==> config.mk <==
export PLATFORM = sky130hd
export DESIGN_NAME = neopixel_frame_ctrl
export DESIGN_NICKNAME = d
export VERILOG_FILES = /design/src/rtl/neopixel_frame_ctrl.sv
export SDC_FILE = /design/constraint.sdc
export NUM_CORES = 1
export LEC_CHECK = 0
export CORE_UTILIZATION = 45
export CTS_BUF_LIST = sky130_fd_sc_hd__clkbuf_8
export CTS_CLUSTER_SIZE = 8
export DETAILED_ROUTE_END_ITERATION = 10
export HOLD_SLACK_MARGIN = 0.15
export PLACE_DENSITY = 0.74
export SYNTH_ARGS = -nofsm -noshare
export SYNTH_HDL_FRONTEND = slang
export SYNTH_SLANG_ARGS = --single-unit
==> constraint.sdc <==
create_clock -name clk -period 2.2 [get_ports clk]
set_input_delay 0.44 -clock clk [delete_from_list [all_inputs] [get_ports clk]]
set_output_delay 0.44 -clock clk [all_outputs]
set_load 0.05 [all_outputs]
==> src/rtl/neopixel_frame_ctrl.sv <==
// Frame sequencer between the pixel FIFO and the WS2812 bit serializer.
// Latency: start -> FETCH next cycle -> first tx_valid/fifo_rd_en one cycle later; 2 cycles per pixel.
// Backpressure: tx_data/tx_valid hold while tx_ready=0; an empty FIFO stalls FETCH indefinitely.
//
// Ports:
//   clk, rst                    rising-edge clock, asynchronous active-low reset
//   start, num_pixels           frame request and pixel count (latched on acceptance)
//   fifo_dout, fifo_empty       FIFO head word and empty flag
//   fifo_rd_en                  single-cycle pop strobe, registered
//   tx_data, tx_valid, tx_ready valid/ready handshake towards the serializer
//   latch_active                high for the whole reset-low gap after the last pixel
//   busy, frame_done, underrun  status: not idle, end-of-frame pulse, sticky FIFO starvation
//
// Build option: define NEO_CTRL_GRB_SWAP_EN to reorder {R,G,B} FIFO words into GRB wire order.
`timescale 1ns/1ps

module neopixel_frame_ctrl #(
  parameter int U_FIFO_WIDTH = 24,
  parameter int PIX_CNT_W    = 16,
  parameter int RESET_CYCLES = 2500
) (
  input  logic                    clk,
  input  logic                    rst,
  input  logic                    start,
  input  logic [PIX_CNT_W-1:0]    num_pixels,
  input  logic [U_FIFO_WIDTH-1:0] fifo_dout,
  input  logic                    fifo_empty,
  output logic                    fifo_rd_en,
  output logic [U_FIFO_WIDTH-1:0] tx_data,
  output logic                    tx_valid,
  input  logic                    tx_ready,
  output logic                    latch_active,
  output logic                    busy,
  output logic                    frame_done,
  output logic                    underrun
);

  localparam int                LAT_W    = $clog2(RESET_CYCLES + 1);
  localparam logic [LAT_W-1:0]  LAT_LOAD = LAT_W'(RESET_CYCLES);
  localparam logic [LAT_W-1:0]  LAT_LAST = LAT_W'(1);

  typedef enum logic [2:0] {
    IDLE,
    FETCH,
    SEND,
    LATCH,
    DONE
  } state_t;

  state_t                  state;
  logic [PIX_CNT_W-1:0]    pix_total;
  logic [PIX_CNT_W-1:0]    pix_cnt;
  logic [PIX_CNT_W-1:0]    pix_cnt_inc;
  logic [LAT_W-1:0]        lat_cnt;
  logic [U_FIFO_WIDTH-1:0] pix_word;

  assign pix_cnt_inc = pix_cnt + PIX_CNT_W'(1);

  // Colour reorder sits in front of the tx_data register so both builds
  // have identical timing.
`ifdef NEO_CTRL_GRB_SWAP_EN
  assign pix_word = {fifo_dout[15:8], fifo_dout[23:16], fifo_dout[7:0]};
`else
  assign pix_word = fifo_dout;
`endif

  always_ff @(posedge clk or negedge rst) begin
    if (!rst) begin
      state        <= IDLE;
      pix_total    <= '0;
      pix_cnt      <= '0;
      lat_cnt      <= '0;
      fifo_rd_en   <= 1'b0;
      tx_data      <= '0;
      tx_valid     <= 1'b0;
      latch_active <= 1'b0;
      busy         <= 1'b0;
      frame_done   <= 1'b0;
      underrun     <= 1'b0;
    end else begin
      // Pop strobe and completion flag are single-cycle pulses.
      fifo_rd_en <= 1'b0;
      frame_done <= 1'b0;

      case (state)
        IDLE: begin
          if (start) begin
            pix_total <= num_pixels;
            pix_cnt   <= '0;
            underrun  <= 1'b0;
            busy      <= 1'b1;
            // An empty frame skips the FIFO and the latch gap entirely.
            state     <= (num_pixels != '0) ? FETCH : DONE;
          end
        end

        FETCH: begin
          if (!fifo_empty) begin
            tx_data    <= pix_word;
            tx_valid   <= 1'b1;
            fifo_rd_en <= 1'b1;
            state      <= SEND;
          end else if (pix_cnt != '0) begin
            // Starving before the first pixel is just a slow start, not an underrun.
            underrun <= 1'b1;
          end
        end

        SEND: begin
          // Leaving SEND always passes through FETCH (or LATCH), which keeps
          // fifo_rd_en low for a cycle before the FIFO head is sampled again.
          if (tx_valid && tx_ready) begin
            tx_valid <= 1'b0;
            pix_cnt  <= pix_cnt_inc;
            if (pix_cnt_inc == pix_total) begin
              latch_active <= 1'b1;
              lat_cnt      <= LAT_LOAD;
              state        <= LATCH;
            end else begin
              state <= FETCH;
            end
          end
        end

        LATCH: begin
          // lat_cnt walks RESET_CYCLES..1, one LATCH cycle per value.
          if (lat_cnt == LAT_LAST) begin
            latch_active <= 1'b0;
            state        <= DONE;
          end else begin
            lat_cnt <= lat_cnt - LAT_LAST;
          end
        end

        DONE: begin
          // frame_done is registered, so it shows on the IDLE cycle where busy drops.
          frame_done <= 1'b1;
          busy       <= 1'b0;
          state      <= IDLE;
        end

        default: state <= IDLE;
      endcase
    end
  end

endmodule

Word-level counts from Yosys, hierarchy flattened

Cells that the tools add are included.

Flip-flop bits (word level): 77
Bits of input ports: 45
Output and inout bits: 30
Logic and storage cells: 76

Add/subtract/negate cells: 2
Equality and inequality tests: 14
Multiplexer cells: 30
Bitwise logic cells: 1
Reduce and logical (&&, ||, !) cells: 18

Operators by type and width:

| operator              | count |
|---|---|
| $mux 12               | 3 |
| $mux 16               | 2 |
| $pmux 16 s2           | 1 |
| $reduce_bool 16->1    | 2 |
| $pmux 12 s2           | 1 |
| $add 16x1->16 const B | 1 |
| $eq 16x16->1          | 1 |
| $ne 2x2->1 const B    | 8 |
| $reduce_and 4->1      | 4 |
| $mux 3                | 5 |
| $eq 12x1->1 const B   | 1 |
| $mux 1                | 12 |
| $pmux 3 s4            | 1 |
| $sub 12x1->12 const B | 1 |
| $reduce_bool 2->1     | 5 |
| $pmux 1 s2            | 4 |
| $eq 3x2->1 const B    | 2 |
| $reduce_and 2->1      | 3 |
| $reduce_and 3->1      | 2 |
| $eq 3x1->1 const B    | 1 |
| $eq 3x3->1 const B    | 1 |
| $logic_not 3->1       | 1 |
| $mux 2                | 1 |
| $logic_and 1x1->1     | 1 |
| $not 1->1             | 1 |

Longest topological paths before layout

Gate-level depths: netlist (run 1).

Depth after elaboration: 5
Depth in mapped cells: 9
Mapped depth without buffers: 8

Least setup slack after synthesis (run 1)

OpenSTA, ideal clock, no wires.

Path kind: flip-flop to flip-flop
From: register pix_cnt[0]
To: register lat_cnt[4]
Library setup time: 0.120 ns
Data arrival time: 2.262 ns
Data required time: 2.080 ns
Path slack: -0.182 ns
Stages on the path, launching flop included: 10
Buffers on the path: 2
Clock period less this slack: 2.382 ns
Cell sequence: dfrtp_1 -> ha_1 -> clkbuf_1 -> nand4_4 -> nor4_1 -> xnor2_1 -> o2111a_1 -> nand4_2 -> buf_6 -> a31o_1

Cells in the longest elaborated chain, start to end: 4

Ends and longest elaborated chain:

| what                       | RTL line | source |
|---|---|---|
| start, declared            | 52       | `logic [PIX_CNT_W-1:0] pix_cnt;` |
| start signal, assigned     | 114      | `pix_cnt <= pix_cnt_inc;` |
| $add 16x1->16              | 57       | `assign pix_cnt_inc = pix_cnt + PIX_CNT_W'(1);` |
| $eq 16x16->1               | 115      | `if (pix_cnt_inc == pix_total) begin` |
| $ne 2x2->1 (no line)       | -        |  |
| $reduce_and 4->1 (no line) | -        |  |
| end signal, assigned       | 131      | `lat_cnt <= lat_cnt - LAT_LAST;` |
| end, declared              | 54       | `logic [LAT_W-1:0] lat_cnt;` |

Every way passes these cells.
A chain may end at the register's enable or synchronous reset.

Final worst setup path (run 1)

From: register pix_cnt[0]
To: register lat_cnt[8]

Same word-level chain as after synthesis.

==> summary.md, run 1 <==
| Metric | Value |
|---|---|
| Routed vias/inst | around 5.6 |
| Switching Fraction | a little over two fifths |
| Hold Fails Final Rpt | 0 |
| Post-synth EDFFs | 0 |
| Clk_skew | 0.00863 ns |
| Synth top area share | 46.1% |
| Die ar. | around 9700 sq um |
| Maximum vdd ir drop | 990 uV |
| Most common cell after layout, fill and taps aside | dfrtp_1 |
| Util after Layout | between 60% and 70% |
| Die height | 98.4 um |
| Status | complete, but fails checks |
| Top FF cell, synth | dfrtp_1 |
| Final instance area | 5760 sq um |
| Post-Place Worst Slack | -0.161 ns |
| GRT Util Overall | 22.5% |
| Most frequent cells in the layout | dfrtp_1, clkdlybuf4s50_1, buf_4 |
| Initial Util | 47.3% |
| Relative max-transition margin | around three fifths |
| IO Pins | between 70 and 80 |
| Critical path buffer and inverter count | 1 |
| Placed Cells | 607 |
| Startpoint of the worst hold path | tx_data[0] |
| Placed cell areas | between 5000 and 6000 sq um |
| Die width | 98.4 um |
| Share of cells above drive strength 1 | about 29% |
| Reg power frac | 33.6% |
| Internal | slightly above 4 mW |
| CP max-delay cell | dfrtp_2 |
| Asr flop ratio synth | 100% |
| TritonCTS clock tree | done |
| Area leader, netlist | dfrtp_1 |
| Post-Synthesis Cell Area | 4180 sq um |
| Synth top area cells | dfrtp_1, mux2_2, xnor2_1 |
| Grt ovf | 0 |
| Psw | 2.93 mW |
| GP Congestion | 0.892 |
| RSZ-0062 raised after global routing | yes |
| Critical path arrival | ~2.5 ns |
| DP HPWL | around 7500 um |
| Syn_area_per_cell | 10.5 sq um |
| Failing checks | negative setup slack |
| Setup violators final | 2 |
| Period utilization | 101% |
| Post-DRT Antenna Nets | 0 |
| Non-Filler Instances | 627 |
| Gate Count Post-Synth | roughly 400 |
| Power consumption | 6.99 mW |
| Worst-Skew Late Latency | 0.36 ns |
| Critical-path cell list | ha_4, nand4_4, nor4_2, xnor2_1, o2111a_1, nand4_4, buf_6, a21oi_1 |
| Final wirelength | 10200 um |
| Sink Count | 77 |
| Synth Register Bits | 77 |
| DRT Pass-1 Iters | 6 |
| Worst hold slack | between 0.5 and 0.6 ns |
| PortBufs | between 70 and 80 |
| Root buf cell | clkbuf_8 |
| Vias | 3501 |
| Register area share after synthesis | 46.1% |
| Crit path max fanout | 8 |
| Largest net degree at the start of global routing | a little over 40 |
| Crit Path Class | reg2reg |
| CP delay by family, top | simple AND/OR/NAND/NOR gates |
| Fmax achieved | 452 MHz |
| Fin crit period | around 2.2 ns |
| Setup WS post-layout | -0.0132 ns |
| Netlist cell types | 57 |
| Layout Nets | 563 |
| Required time of the critical path | roughly 2.5 ns |
| Power Density | 1210 nW/um^2 |
| Clock share of power | 17.3% |
| CTS max path bufs | 2 |
| Syn nets | approximately 450 |
| CP startpoint kind | flip-flop |
| Total number of yosys warnings | 0 |
| CTS HTree Levels | 3 |
| Crit. Startpoint | pix_cnt[0] |
| Initial DRC count | roughly 160 |
| Reg2reg start | pix_cnt[0] |
| Hold crit path type | reg2reg |
| Row cnt | 34 |
| Clock Pin Slew Worst Setup and Hold Paths | 0.08 ns |
| First-pass GRT wire length | approximately 17000 um |
| Max stage delay on crit path | 0.46 ns |
| LEAKAGE | 2.44 nW |
| DRC errors left | 0 |
| Vias in the first global route | 3526 |
| WL/cell | 16.3 um |
| Core Region | 8850 sq um |
| Diodes inserted | 0 |
| Total CTS buffers | 9 |
| Setup tns final | -0.0167 ns |
| CP most frequent cell | nand4_4 |
| Slew Viols, Final | 0 |
| Worst slew pin tran | 0.587 ns |
| Worst Setup End Kind | flip-flop |
| Initial antenna violation count | 0 |
| Logic pwr share | 49.1% |
| Max Cap Violations | 0 |
| Area Growth Syn to Fin | 37.7% |
[cell usage after synthesis, drive strengths merged (2+ instances only)]
cell / count
mux2i: 3
or3: 3
ha: 4
nand3: 17
nand2b: 5
and3: 2
a31o: 7
nor3b: 3
o31ai: 10
nor2: 37
a41oi: 3
xnor2: 17
inv: 10
o21ai: 26
nand3b: 2
a21o: 3
nor4: 17
nand4: 9
nand2: 26
nor2b: 5
buf: 13
a21oi: 11
dfrtp: 77
nor3: 11
clkbuf: 14
mux2: 40
a31oi: 3
and2: 3
nor4b: 2
[layer usage]
layer	up-vias	share of wire (%)	wire length [um]	track usage [%]
met5	-	0	0	0
met4	0	0.85	87	6.31
met3	9	4.5	461	4.96
met2	81	50	5150	38.8
met1	1729	44	4520	28.7
li1	1682	-	-	-
[power by group through the flow]
| stage | Sequential, mW | Clock (mW) | Combinational (mW) |
|---|---|---|---|
| floorplan | 3.15 | 0 | 1.38 |
| global placement | 2.33 | 0 | 3.27 |
| detailed placement | 2.35 | 0 | 3.33 |
| CTS | 2.34 | 1.23 | 3.42 |
| global route | 2.42 | 1.28 | 3.64 |
| finish | 2.35 | 1.21 | 3.43 |
[layout make-up]
class | count | area, sq um
Sequential cell | 77 | 1930
Clock inverter | 7 | 98.8
Clock buffer | 9 | 124
Fill cell | 694 | 3090
Timing Repair Buffer | 131 | 1200
Tap cell | 108 | 135
Inverter | 10 | 37.5
Multi-Input combinational cell | 285 | 2230
[final timing paths]
kind	end	slack [ns]	depth (start not counted)
max in group asynchronous	frame_done	1.03	3
min in group asynchronous	tx_data[14]	0.59	2
max reg2reg	lat_cnt[8]	-0.01	8
min reg2reg	tx_data[0]	0.51	1
max	lat_cnt[8]	-0.01	8
min	tx_data[0]	0.51	1
[cell families after synthesis]
family	after synthesis	share of synthesized area (%)
AO/OA/AOI/OAI	76	12.8
XOR/XNOR	18	3.77
adder cells (fa/ha/maj)	4	1.20
buffers and inverters	37	4.31
flip-flops	77	46.1
multiplexers	43	11.5
AND/OR/NAND/NOR	144	20.4
[flip-flops by register name, indices dropped and copies added, names as in the netlist]
signal / count
frame_done: 1
state: 3
latch_active: 1
lat_cnt: 12
busy: 1
underrun: 1
tx_data: 24
fifo_rd_en: 1
pix_total: 16
pix_cnt: 16
tx_valid: 1
[timing repair]
action,in CTS,in global routing
resized for setup,15,9
pin swaps,7,5
hold buffers,1,0
endpoints found under the setup margin,12,25
buffers inserted,2,1
hold endpoints to repair,38,0
No activity file was read; power rests on OpenSTA's default activity.
==> run 2: changes to the inputs <==
--- a/constraint.sdc
+++ b/constraint.sdc
@@ -3,2 +3,2 @@
 set_output_delay 0.44 -clock clk [all_outputs]
-set_load 0.05 [all_outputs]
+set_load 0.02 [all_outputs]
==> results of run 2 <==
The final DEF is identical to that of run 1. Status: complete, but fails checks: negative setup slack.
Among the figures that moved: total power 6.99 mW -> 6.39 mW; worst IR drop on VDD 990 uV -> 757 uV
==> run 3: changes to the inputs <==
- GPL_TIMING_DRIVEN: default -> 1
- clock period: 2.2 -> 1.84 ns (I/O delays scaled with it)
==> summary.md, run 3 (synthesis gave the netlist of run 1 again) <==
| Metric | Value |
|---|---|
| Status | complete, but fails checks |
| Failing checks | negative setup slack |
| Hold Fails Final Rpt | 0 |
| Most common cell after layout, fill and taps aside | dfrtp_1 |
| Reg2Reg Capture Point | lat_cnt[3] |
| Post-DRT Antenna Nets | 0 |
| Largest Register | tx_data |
| Root buf cell | clkbuf_8 |
| Met2 wire length | roughly 5500 um |
| Final instance area | 5930 sq um |
| Initial Util | 47.3% |
| Clock Pin Slew Worst Setup and Hold Paths | 0.08 ns |
| Max reg flops | 24 |
| Fin crit period | 2.21 ns |
| IO Pins | 75 |
| Crit Path Class | reg2reg |
| Top flop regs | tx_data: 24 flops, pix_cnt: 16 flops, pix_total: 16 flops |
| Worst Setup End Kind | flip-flop |
| Worst-case reg-to-reg path depth | 8 |
| TritonCTS clock tree | done |
| Hold crit path type | in2async |
| Final wirelength | 11200 um |
| Clk_skew | around 0.01 ns |
| Worst hold slack | around 0.46 ns |
| DRC errors left | 0 |
| Routed vias/inst | 5.76 |
| WL/cell | 17.3 um |
| Period utilization | 120% |
| Die height | 98.4 um |
| CTS HTree Levels | 3 |
| Filler cells | between 600 and 700 |
| PortBufs | between 70 and 80 |
| Required time of the critical path | 2.09 ns |
| RSZ-0062 raised after global routing | yes |
| Length of routed met3 wiring | 726 um |
| Register-to-Register Setup Slack | -0.37 ns |
| CP startpoint kind | flip-flop |
| Fmax achieved | 452 MHz |
| DP HPWL | a little over 8000 um |
| Layout Nets | 584 |
| Grt ovf | 0 |
| Worst-Skew Late Latency | about 0.36 ns |
| Die width | roughly 100 um |
| LEAKAGE | 2.54 nW |
| Maximum vdd ir drop | 991 uV |
| Setup WS post-layout | -0.373 ns |
| Largest net degree at the start of global routing | 32 |
| Die ar. | 9680 sq um |
| Area Growth Syn to Fin | 41.7% |
| Power consumption | between 7 and 8 mW |
| Placed cell areas | 5520 sq um |
| Power Density | 1320 nW/um^2 |
| Critical path arrival | 2.46 ns |
| CTS max path bufs | 2 |
| Slew Viols, Final | 0 |
| Util after Layout | 67.0% |
| Row cnt | 34 |
| Core Region | 8850 sq um |
| Max Cap Violations | 0 |
| Most frequent cells in the layout | dfrtp_1, clkdlybuf4s50_1, buf_4 |
| Initial antenna violation count | 0 |
| Setup violators final | 14 |
| Top sig layer | met4 |
| Share of cells above drive strength 1 | between 30% and 40% |
| Vias in the first global route | 3782 |
| GRT Util Overall | between 20% and 30% |
| Post-Place Worst Slack | -0.478 ns |
| Worst slew pin tran | 0.464 ns |
| Metal1 wirelength | between 4000 and 5000 um |
| Relative max-transition margin | between 60% and 70% |
| DRT Pass-1 Iters | 7 |
| Sink Count | 77 |
| Initial DRC count | 249 |
| Total CTS buffers | 9 |
| First-pass GRT wire length | around 18000 um |
| Vias | 3732 |
| Reg2reg start | pix_cnt[0] |
| GP Congestion | 0.888 |
| Crit path max fanout | 8 |
| Diodes inserted | 0 |
[run 3: per-stage QoR]
| step | setup TNS, ns | cells |
|---|---|---|
| 2_1_floorplan | -3.58 | 399 |
| 3_3_place_gp | -4.64 | 627 |
| 3_5_place_dp | -6.90 | 627 |
| 4_1_cts | -4.42 | 646 |
| 5_1_grt | -6.32 | 648 |
| 6_report | -4.71 | 648 |
[run 3: layer usage]
metal  vias to the layer above  track usage (%)
met1                      1831             29.6
li1                       1725                -
met2                       144             40.9
met3                        32             6.38
met5                         -                0
met4                         0             12.7
[run 3: critical path, cell delays in order (launching register included)]
cell and delay, ns:
dfrtp_2 0.47, buf_6 0.14, buf_4 0.13, xnor2_1 0.14, a21oi_1 0.20, o2111ai_2 0.19, a2111oi_4 0.32, nand4_4 0.22
a31o_2 0.28
[run 3: worst max path at each step]
stage	from	to	slack, ns	depth (start not counted)
after CTS	pix_cnt[0]	lat_cnt[3]	-0.35	7
after floorplan	pix_cnt[0]	lat_cnt[4]	-0.37	9
final	pix_cnt[0]	lat_cnt[3]	-0.37	8
after global routing	pix_cnt[7]	lat_cnt[3]	-0.42	8
after detailed placement	pix_cnt[0]	lat_cnt[11]	-0.48	8
after global placement	num_pixels[7]	state[0]	-0.36	7
[run 3: where the power goes]
group	internal, mW	total (mW)	switching, mW	leakage (nW)
clock	0.619	1.26	0.645	0.101
combinational	1.97	3.70	1.73	1.50
sequential	2.30	2.84	0.541	0.942
total	4.89	7.80	2.92	2.54
[run 3: what timing repair did]
action                                  4_1_cts  5_1_grt
resized for setup                            21       10
hold endpoints to repair                     27        0
gates cloned                                  0        0
pin swaps                                    15        9
hold buffers                                  1        0
buffers inserted                              2        2
endpoints found under the setup margin       15       28
[run 3: area by class of cell]
cell class	count	area [sq um]	share of cell area, %
Clock buffer	9	124	2.09
Timing Repair Buffer	152	1370	23.1
Inverter	10	37.5	0.633
Sequential cell	77	1930	32.6
Multi-Input combinational cell	285	2260	38.2
Tap cell	108	135	2.28
Clock inverter	7	65.1	1.10
